==> src/rtl/code_lock_param.sv <==
// Parametrised keypad code lock.
// Compares a CODE_LEN-digit key sequence against a reprogrammable code register,
// abandons idle partial entries, locks out after MAX_TRIES consecutive bad codes,
// and shows status on a 7-segment display (gfedcba, active-high).
module code_lock_param #(
  parameter int NUM_KEYS    = 4,
  parameter int CODE_LEN    = 6,
  parameter logic [CODE_LEN*$clog2(NUM_KEYS)-1:0] DEFAULT_CODE = 12'hE48,
  parameter int MAX_TRIES   = 3,
  parameter int TIMEOUT_CYC = 1000,
  parameter int LOCKOUT_CYC = 5000
) (
  input  logic                clk,
  input  logic                reset,
  input  logic [NUM_KEYS-1:0] keys,
  input  logic                lock,
  input  logic                prog,
  output logic                unlocked,
  output logic                alarm,
  output logic [3:0]          progress,
  output logic [6:0]          position_state
);

  localparam int KW = $clog2(NUM_KEYS);
  localparam int FW = $clog2(MAX_TRIES + 1);
  localparam int TW = $clog2(TIMEOUT_CYC + 1);
  localparam int LW = $clog2(LOCKOUT_CYC + 1);

  localparam logic [6:0] SEG_U = 7'b0111110;
  localparam logic [6:0] SEG_L = 7'b0111000;

  typedef enum logic [1:0] {
    ST_ENTRY,
    ST_OPEN,
    ST_PROG,
    ST_LOCKOUT
  } state_t;

  state_t                 r_state, w_state_nx;
  logic [NUM_KEYS-1:0]    r_keys_q;
  logic [CODE_LEN*KW-1:0] r_code, w_code_nx;
  logic [3:0]             r_progress, w_progress_nx;
  logic                   r_mismatch, w_mismatch_nx;
  logic [FW-1:0]          r_fail_cnt, w_fail_cnt_nx;
  logic [TW-1:0]          r_idle_cnt, w_idle_cnt_nx;
  logic [LW-1:0]          r_lock_cnt, w_lock_cnt_nx;

  logic                   r_unlocked, w_unlocked_nx;
  logic                   r_alarm, w_alarm_nx;
  logic [6:0]             r_seg, w_seg_nx;

  logic                   w_press;
  logic                   w_single;
  logic [KW-1:0]          w_digit;
  logic [KW-1:0]          w_code_digit;
  logic                   w_wrong;
  logic                   w_last;

  // Decimal digit in standard 7-segment encoding; blank beyond 9.
  function automatic logic [6:0] seg_digit(input logic [3:0] d);
    logic [6:0] s;
    case (d)
      4'd0:    s = 7'b0111111;
      4'd1:    s = 7'b0000110;
      4'd2:    s = 7'b1011011;
      4'd3:    s = 7'b1001111;
      4'd4:    s = 7'b1100110;
      4'd5:    s = 7'b1101101;
      4'd6:    s = 7'b1111101;
      4'd7:    s = 7'b0000111;
      4'd8:    s = 7'b1111111;
      4'd9:    s = 7'b1101111;
      default: s = 7'b0000000;
    endcase
    return s;
  endfunction

  // Press detection, key decode and comparison against the expected code digit.
  always_comb begin
    // NOTE: every combinational output gets a default first so no path leaves it unassigned (no latch).
    w_press      = (r_keys_q == '0) && (keys != '0);
    w_single     = $onehot(keys);
    w_digit      = '0;
    w_code_digit = '0;
    for (int i = 0; i < NUM_KEYS; i++) begin
      if (keys[i]) w_digit = KW'(i);
    end
    for (int i = 0; i < CODE_LEN; i++) begin
      if (r_progress == 4'(i)) w_code_digit = r_code[i*KW +: KW];
    end
    w_wrong = !w_single || (w_digit != w_code_digit);
    w_last  = (r_progress == 4'(CODE_LEN - 1));
  end

  // Next-state logic for the mode FSM, code register and all counters.
  always_comb begin
    w_state_nx    = r_state;
    w_code_nx     = r_code;
    w_progress_nx = r_progress;
    w_mismatch_nx = r_mismatch;
    w_fail_cnt_nx = r_fail_cnt;
    w_idle_cnt_nx = '0;
    w_lock_cnt_nx = '0;

    case (r_state)
      ST_ENTRY: begin
        if (w_press) begin
          if (w_last) begin
            // A full code is always consumed, right or wrong, so nothing leaks about which digit failed.
            w_progress_nx = '0;
            w_mismatch_nx = 1'b0;
            if (!(r_mismatch || w_wrong)) begin
              w_state_nx    = ST_OPEN;
              w_fail_cnt_nx = '0;
            end else if (r_fail_cnt == FW'(MAX_TRIES - 1)) begin
              w_state_nx    = ST_LOCKOUT;
              w_fail_cnt_nx = FW'(MAX_TRIES);
            end else begin
              w_fail_cnt_nx = r_fail_cnt + 1'b1;
            end
          end else begin
            w_progress_nx = r_progress + 4'd1;
            w_mismatch_nx = r_mismatch | w_wrong;
          end
        end else if (r_progress != '0) begin
          // Idle counter holds the number of press-free edges already seen.
          if (r_idle_cnt == TW'(TIMEOUT_CYC - 1)) begin
            w_progress_nx = '0;
            w_mismatch_nx = 1'b0;
          end else begin
            w_idle_cnt_nx = r_idle_cnt + 1'b1;
          end
        end
      end

      ST_OPEN: begin
        if (lock) begin
          w_state_nx = ST_ENTRY;
        end else if (prog) begin
          w_state_nx    = ST_PROG;
          w_progress_nx = '0;
        end
      end

      ST_PROG: begin
        if (lock) begin
          // Digits already written stay in the code register.
          w_state_nx    = ST_ENTRY;
          w_progress_nx = '0;
          w_mismatch_nx = 1'b0;
        end else if (w_press && w_single) begin
          for (int i = 0; i < CODE_LEN; i++) begin
            if (r_progress == 4'(i)) w_code_nx[i*KW +: KW] = w_digit;
          end
          if (w_last) begin
            w_state_nx    = ST_OPEN;
            w_progress_nx = '0;
          end else begin
            w_progress_nx = r_progress + 4'd1;
          end
        end
      end

      ST_LOCKOUT: begin
        if (r_lock_cnt == LW'(LOCKOUT_CYC - 1)) begin
          w_state_nx    = ST_ENTRY;
          w_fail_cnt_nx = '0;
        end else begin
          w_lock_cnt_nx = r_lock_cnt + 1'b1;
        end
      end

      default: begin
        w_state_nx = ST_ENTRY;
      end
    endcase
  end

  // Registered outputs are computed from the next state so they change on the same edge.
  always_comb begin
    w_unlocked_nx = (w_state_nx == ST_OPEN) || (w_state_nx == ST_PROG);
    w_alarm_nx    = (w_state_nx == ST_LOCKOUT);
    case (w_state_nx)
      ST_OPEN:    w_seg_nx = SEG_U;
      ST_LOCKOUT: w_seg_nx = SEG_L;
      default:    w_seg_nx = seg_digit(w_progress_nx);
    endcase
  end

  // State, code, counters and output registers.
  always_ff @(posedge clk or posedge reset) begin
    // NOTE: sequential state uses non-blocking assignments so every register samples pre-edge values.
    if (reset) begin
      r_state    <= ST_ENTRY;
      r_keys_q   <= '0;
      // NOTE: the code register is ordinary flops, so it reloads the default code on every reset.
      r_code     <= DEFAULT_CODE;
      r_progress <= '0;
      r_mismatch <= 1'b0;
      r_fail_cnt <= '0;
      r_idle_cnt <= '0;
      r_lock_cnt <= '0;
      r_unlocked <= 1'b0;
      r_alarm    <= 1'b0;
      r_seg      <= 7'b0111111;
    end else begin
      r_state    <= w_state_nx;
      r_keys_q   <= keys;
      r_code     <= w_code_nx;
      r_progress <= w_progress_nx;
      r_mismatch <= w_mismatch_nx;
      r_fail_cnt <= w_fail_cnt_nx;
      r_idle_cnt <= w_idle_cnt_nx;
      r_lock_cnt <= w_lock_cnt_nx;
      r_unlocked <= w_unlocked_nx;
      r_alarm    <= w_alarm_nx;
      r_seg      <= w_seg_nx;
    end
  end

  assign unlocked       = r_unlocked;
  assign alarm          = r_alarm;
  assign progress       = r_progress;
  assign position_state = r_seg;

endmodule

==> config.mk <==
export PLATFORM = sky130hd
export DESIGN_NAME = code_lock_param
export DESIGN_NICKNAME = d
export VERILOG_FILES = /design/src/rtl/code_lock_param.sv
export SDC_FILE = /design/constraint.sdc
export NUM_CORES = 1
export LEC_CHECK = 0
export BUFFER_PORTS_ARGS = -buffer_cell sky130_fd_sc_hd__buf_2
export CELL_PAD_IN_SITES_DETAIL_PLACEMENT = 0
export CELL_PAD_IN_SITES_GLOBAL_PLACEMENT = 1
export CORE_MARGIN = 3
export CORE_UTILIZATION = 32
export DETAILED_ROUTE_END_ITERATION = 6
export HOLD_SLACK_MARGIN = 0.08
export PLACE_DENSITY = 0.62
export SYNTH_ARGS = -nofsm -noshare
export SYNTH_HDL_FRONTEND = slang
export SYNTH_SLANG_ARGS = --single-unit
==> constraint.sdc <==
create_clock -name clk -period 3.1 [get_ports clk]
set_input_delay 0 -clock clk [delete_from_list [all_inputs] [get_ports clk]]
set_output_delay 0 -clock clk [all_outputs]
set_load 0.005 [all_outputs]
==> results.yml, run 1 <==
logic_synthesis:
  synthesis.nets: 328
  netlist_area_um2: 3020
  post_synthesis_sequential_element_count: 57
  postSynthCellCount: 306
  synth_ff_type: "dfrtp_1"
  ys_types: 59
  yosys_warnings: 0
  post_synth.cell_area_avg_um2: 9.88
  yosysSeqAreaShare_pct: 47.6
  async_flop_share_pct: 100
  synth-edff-count: 0
global_route:
  track_usage_pct: 14.0
  number_of_antenna_violations_at_the_first_check_in_global_routing: 0
  first_global_vias: 2457
  maximum_number_of_pins_on_one_net_before_global_route_repair: 30
  grt.met3_usage_pct: 4.43
  grtUsageMet2_pct: 23.2
  grt.busiest_layer: "met2"
  global_route_wire_length_before_repair_mm: 11.5
  grt.met1_usage_pct: 17.7
  grt_overflow: 0
clocking:
  cts_buffers: 9
  ctsLongestPathBuffers: 2
  ctsHtreeMaxLevel: 3
  clkLatencyLatePin_ns: 0.34
  clk_root_buffer_cell: "clkbuf_8"
  tritoncts: "done"
  clk_transition_reported_paths_ns: 0.06
  cts_setup_buffers: 0
  numClockSinks: 57
cells_and_area:
  nFillCells: 876
  num-nets-final: 389
  layout.cells.most_common_list: "dfrtp_1 (46), buf_4 (34), nor2_1 (32)"
  drive_gt1_share_pct: 25.8
  leading_cell_type_in_the_layout_fill_and_taps_excluded: "dfrtp_1"
  finish.cell_count_without_fillers: 480
  area_delta_synth_final_pct: 24.0
  n_antenna_cell: 0
sta:
  clock_skew_ns: 0.00900
  report.final.setup_viol: 0
  timing.final.crit_share_pct: 94.3
  timing.max_slew.rel_slack_pct: 57.6
  report.final.slew_viol_count: 0
  worst_pin_slew_ns: 0.635
  maxClockFrequency_ghz: 0.342
  report.final.hold_viol_count: 0
  period_needed_ns: 2.92
  setup_repair_after_global_routing_missed_its_margin: "yes"
  tns_ns: 0
placed_design:
  dp_cells: 457
  buffer_ports.inserted: 20
  gp_routability_congestion: 0.785
  hpwl_mm: 4.88
pwr:
  totalPowerFinal_w: 0.00226
  leakage_nw: 1.69
  power_density_nw_per_um2: 602
  max-vdd-ir-drop_mv: 0.290
critical_path:
  path_buf_inv: 4
  cp_data_arrival_time_ns: 3.17
  timing.rr.start: "progress[1]"
  setup.worst_path.class: "input port to register"
  setup.worst_path.start_class: "input port"
  max_stage_delay_ns: 0.53
  crit_chain: "buf_2 -> inv_1 -> fa_1 -> inv_1 -> ha_1 -> ha_1 -> or3b_4 -> a211oi_2 -> nor2_1 -> or3_4 -> a21oi_4 -> inv_1 -> ha_1 -> and3b_1 -> nor3_1"
  ff_to_ff_end: "unlocked"
  critPathCaptureType: "register"
  timing.critical_path.max_delay_family: "adder cells"
  rrSetupSlack_ns: 0.36
  critPathSlowestCell: "fa_1"
  cp_data_required_time_ns: 3.35
  crit_path_max_fanout: 3
  ff2ff_path_depth: 8
floorplanning:
  core_area_um2: 8930
  floorplan_die_height_um: 103
  die-width_um: 103
  count_of_boundary_i_o_pins: 21
  floorplan.initialDensity_pct: 33.8
  die_area_um2: 10600
  rows: 34
route:
  via_per_inst: 5.01
  drt_iter0_drc: 78
  routed_wire_length_per_instance_um: 13.8
  detail_route.drc_violations: 0
  via_count: 2406
  routed_wl_mm: 6.64
  drt.antenna.violating_nets: 0
  drtPass1Iterations: 4
status:
  run_status: "complete, no violations"
flow_run:
  timing.max_cap.violations: 0
hold_path:
  worstHoldPathType: "input port to asynchronous set/reset pin"
## final cells by class
class	instances	area [um^2]	area share, %
Clock buffer	13	149	3.97
Inverter	16	60.1	1.60
Multi-Input combinational cell	222	1500	40.0
Sequential cell	57	1440	38.4
Tap cell	108	135	3.61
Clock inverter	3	40.0	1.07
Timing Repair Buffer	61	425	11.4
## per-stage QoR
stage | util (%) | setup WS [ns] | cell area, um^2 | hold WS (ns)
after floorplan | - | 0.0702 | 3040 | 0.0314
after global placement | 38.9 | -0.161 | 3480 | 0.123
after detailed placement | 38.9 | -0.203 | 3480 | 0.131
after CTS | 41.8 | 0.139 | 3740 | 0.309
after global routing | 41.9 | -0.0359 | 3750 | 0.313
final | 41.9 | 0.176 | 3750 | 0.298
## metal layers
metal | share of wire (%) | vias up
met5 | 0 | -
met4 | 1.0 | 0
met3 | 3.0 | 6
met2 | 50 | 24
met1 | 46 | 1183
li1 | - | 1193
## worst reg2reg max path: stages (launching register included)
cell and delay, ns:
dfrtp_1 0.53, nor3b_1 0.40, a22oi_1 0.14, or3_1 0.35, a2111oi_2 0.44, nor2_1 0.11
a21bo_2 0.24, o21bai_1 0.15, ha_1 0.27
## how the worst max path moves through the flow
stage | from | endpoint | slack, ns | cells after the start
after floorplan | keys[0] | position_state[1] | 0.07 | 14
after detailed placement | keys[0] | position_state[2] | -0.20 | 15
after CTS | keys[0] | position_state[1] | 0.14 | 14
after global routing | keys[0] | position_state[2] | -0.04 | 15
after global placement | keys[0] | position_state[2] | -0.16 | 15
final | keys[0] | position_state[1] | 0.18 | 15
## cell usage after synthesis, drive strengths merged (4+ instances only)
master  instances  area share (%)
dfstp          11             9.6
o31ai           4            0.99
buf             6             1.2
clkbuf          5            0.62
o21ai          18             3.0
xnor2           5             1.4
inv            16             2.0
a21oi           9             1.9
nor3            6            0.99
nand3b          6             1.5
nand3          17             2.8
dfrtp          46              38
nor2           34             4.3
xor2           13             3.8
ha             13             5.4
nand2          31             3.8
or3             4            0.83
## state kept, by name, summed over array words and instances, names as in the netlist
signal          cells
position_state      7
r_idle_cnt         10
r_mismatch          1
r_fail_cnt          2
progress            4
r_keys_q            4
r_lock_cnt         13
r_state             2
r_code             12
unlocked            1
alarm               1
## power by group
group | leakage, nW | internal (W) | total [W] | switching [W]
sequential | 0.737 | 0.000859 | 0.000928 | 0.0000687
combinational | 0.852 | 0.000315 | 0.000648 | 0.000333
clock | 0.0974 | 0.000391 | 0.000680 | 0.000289
total | 1.69 | 0.00157 | 0.00226 | 0.000690
## kinds of logic after synthesis
kind of cell               count (synthesis)  synth area share [%]
and+or+nand+nor                          125                  21.0
AOI/OAI and AO/OA                         60                  13.8
DFF                                       57                  47.6
buffers and inverters                     27                  3.77
xor gates and xnor gates                  18                  5.22
adders and majority gates                 14                  6.04
muxes                                      5                  2.52
## what timing repair did
action | 4_1_cts | 5_1_grt
endpoints found under the hold margin | 27 | 0
hold buffers | 7 | 0
gates resized for setup | 0 | 2
setup endpoints to repair | 0 | 4
(Power assumes the default switching activity.)
==> inputs of run 2 (changes only) <==
--- a/config.mk
+++ b/config.mk
@@ -8,7 +8,7 @@
 export BUFFER_PORTS_ARGS = -buffer_cell sky130_fd_sc_hd__buf_2
 export CELL_PAD_IN_SITES_DETAIL_PLACEMENT = 0
 export CELL_PAD_IN_SITES_GLOBAL_PLACEMENT = 1
-export CORE_MARGIN = 3
+export CORE_MARGIN = 2
 export CORE_UTILIZATION = 32
 export DETAILED_ROUTE_END_ITERATION = 6
 export HOLD_SLACK_MARGIN = 0.08
==> run 2 against run 1 <==
Compared with the run above:
- sequential share of layout area shrank 0.57 points
- clock skew fell by 0.0030 ns
- critical path depth unchanged
- final cell count increased by 0.83%
- via count is 0.67% lower
- routed wire length down 1.7%
- sequential power about the same
- cell area up 1.5%
- clock power is 16% higher
- power up 4.9%
- die area down 3.8%
- setup slack gained 0.027 ns
- critical path type unchanged
- critical endpoint unchanged
- largest power group unchanged
==> results.yml, run 2 (synthesized netlist as in run 1, its figures left out) <==
critical_path:
  crit_path_start: "keys[0]"
  crit_chain: "buf_2 -> inv_1 -> fa_1 -> inv_1 -> ha_1 -> ha_1 -> or3b_4 -> a211oi_2 -> nor2_1 -> or3_4 -> a21oi_4 -> inv_1 -> ha_1 -> and3b_1 -> nor3_1"
  timing.critical_path.max_delay_family: "adder cells"
  crit_path_max_fanout: 3
  cp_data_required_time_ns: 3.35
  critPathSlowestCell: "fa_1"
  timing.rr.start: "progress[0]"
  setup.worst_path.start_class: "input port"
  setup.worst_path.class: "input port to register"
  cp_data_arrival_time_ns: 3.14
  max_stage_delay_ns: 0.53
  critPathCaptureType: "register"
  path_buf_inv: 4
cells_and_area:
  layout.cells.most_common_list: "dfrtp_1 (46), buf_4 (35), nor2_1 (32)"
  flip_flop_count_of_the_largest_register_after_layout: 13
  nFillCells: 934
  area_delta_synth_final_pct: 25.8
  leading_cell_type_in_the_layout_fill_and_taps_excluded: "dfrtp_1"
  layout.cell_area.non_filler_um2: 3800
  finish.cell_count_without_fillers: 484
  n_antenna_cell: 0
  largestRegisters: "r_lock_cnt: 13 flops, r_code: 12 flops, r_idle_cnt: 10 flops"
  num-nets-final: 390
  drive_gt1_share_pct: 27.1
  register_name_with_the_most_flops: "r_lock_cnt"
sta:
  timing.final.crit_share_pct: 93.5
  report.final.slew_viol_count: 0
  worst_pin_slew_ns: 0.681
  report.final.setup_viol: 0
  layout_setup_ws_ns: 0.203
  setup_repair_after_global_routing_missed_its_margin: "yes"
  report.final.hold_viol_count: 0
  period_needed_ns: 2.90
  tns_ns: 0
  clock_skew_ns: 0.00597
  maxClockFrequency_ghz: 0.345
  timing.max_slew.rel_slack_pct: 54.6
placed_design:
  buffer_ports.inserted: 20
  gp_routability_congestion: 0.780
  pre_cts_ws_ns: -0.187
  dp_cells: 461
  hpwl_mm: 4.70
  post_dp_cell_area_um2: 3490
floorplanning:
  rows: 35
  floorplan_die_height_um: 101
  die_area_um2: 10200
  count_of_boundary_i_o_pins: 21
  floorplan.initialDensity_pct: 32.9
  die-width_um: 101
  core_area_um2: 9200
hold_path:
  worstHoldPathType: "input port to asynchronous set/reset pin"
flow_run:
  timing.max_cap.violations: 0
clocking:
  clk_transition_reported_paths_ns: 0.07
  cts_setup_buffers: 0
  numClockSinks: 57
  ctsLongestPathBuffers: 2
  clk_root_buffer_cell: "clkbuf_8"
  clkLatencyLatePin_ns: 0.33
  ctsHtreeMaxLevel: 3
  cts_buffers: 9
  tritoncts: "done"
pwr:
  leakage_nw: 1.71
  total_switching_power_w: 0.000700
  intPower_w: 0.00167
  clock_power_share_pct: 33.5
  max-vdd-ir-drop_mv: 0.274
  share_comb_of_total_power_pct: 27.3
  power_density_nw_per_um2: 622
  sequentialPowerShare_pct: 39.2
  power_switching_share_pct: 29.6
route:
  drt_iter0_drc: 66
  via_count: 2390
  drtPass1Iterations: 4
  routed_wire_length_per_instance_um: 13.5
  drt.antenna.violating_nets: 0
  detail_route.drc_violations: 0
  routed_wl_mm: 6.53
  via_per_inst: 4.94
global_route:
  track_usage_pct: 14.2
  maximum_number_of_pins_on_one_net_before_global_route_repair: 32
  first_global_vias: 2413
  global_route_wire_length_before_repair_mm: 11.6
  number_of_antenna_violations_at_the_first_check_in_global_routing: 0
  grt_overflow: 0
status:
  run_status: "complete, no violations"
==> run 2: path summary, 6_finish.rpt <==
check | to | slack, ns | depth (start not counted)
max in group asynchronous | position_state[2] | 1.91 | 4
setup reg to reg | unlocked | 0.34 | 8
min in group clk | r_code[2] | 0.32 | 5
hold reg to reg | r_fail_cnt[0] | 0.48 | 2
setup / recovery | position_state[1] | 0.20 | 15
hold / removal | r_idle_cnt[4] | 0.32 | 3
==> run 2: metrics by stage <==
step           total power (W)  hold slack, ns  util, %
2_1_floorplan          0.00132          0.0314        -
3_3_place_gp           0.00158           0.124     37.9
3_5_place_dp           0.00158           0.128     37.9
4_1_cts                0.00240           0.316     41.2
5_1_grt                0.00253           0.325     41.4
6_report               0.00237           0.324     41.4
==> run 2: repair_timing <==
action                                  in CTS  in global routing
endpoints found under the setup margin       0                  5
hold endpoints to repair                    30                  0
resized for setup                            0                  3
hold buffers                                 7                  0
==> run 2: cell type report <==
class                           instances  area [um^2]  share of cell area, %
Clock inverter                          5         77.6                   2.04
Timing Repair Buffer                   62          433                   11.4
Clock buffer                           11          151                   3.98
Inverter                               16         60.1                   1.58
Sequential cell                        57         1440                   37.9
Multi-Input combinational cell        222         1500                   39.5
Tap cell                              111          139                   3.65
==> run 2: power groups by stage <==
stage	registers (W)	logic [W]	clock network (W)
2_1_floorplan	0.000919	0.000399	0
3_3_place_gp	0.000940	0.000638	0
3_5_place_dp	0.000939	0.000642	0
4_1_cts	0.000928	0.000652	0.000820
5_1_grt	0.000941	0.000731	0.000856
6_report	0.000928	0.000646	0.000792
==> run 2: routing by layer <==
layer	GRT usage (%)	wire length, um
met3	3.66	214
met2	22.8	3060
met5	0	0
met1	19.2	3180
met4	4.05	79
==> run 2: tightest hold or removal path, stage by stage <==
cell	delay, ns
dlygate4sd3_1	0.54
buf_2	0.13
inv_2	0.48
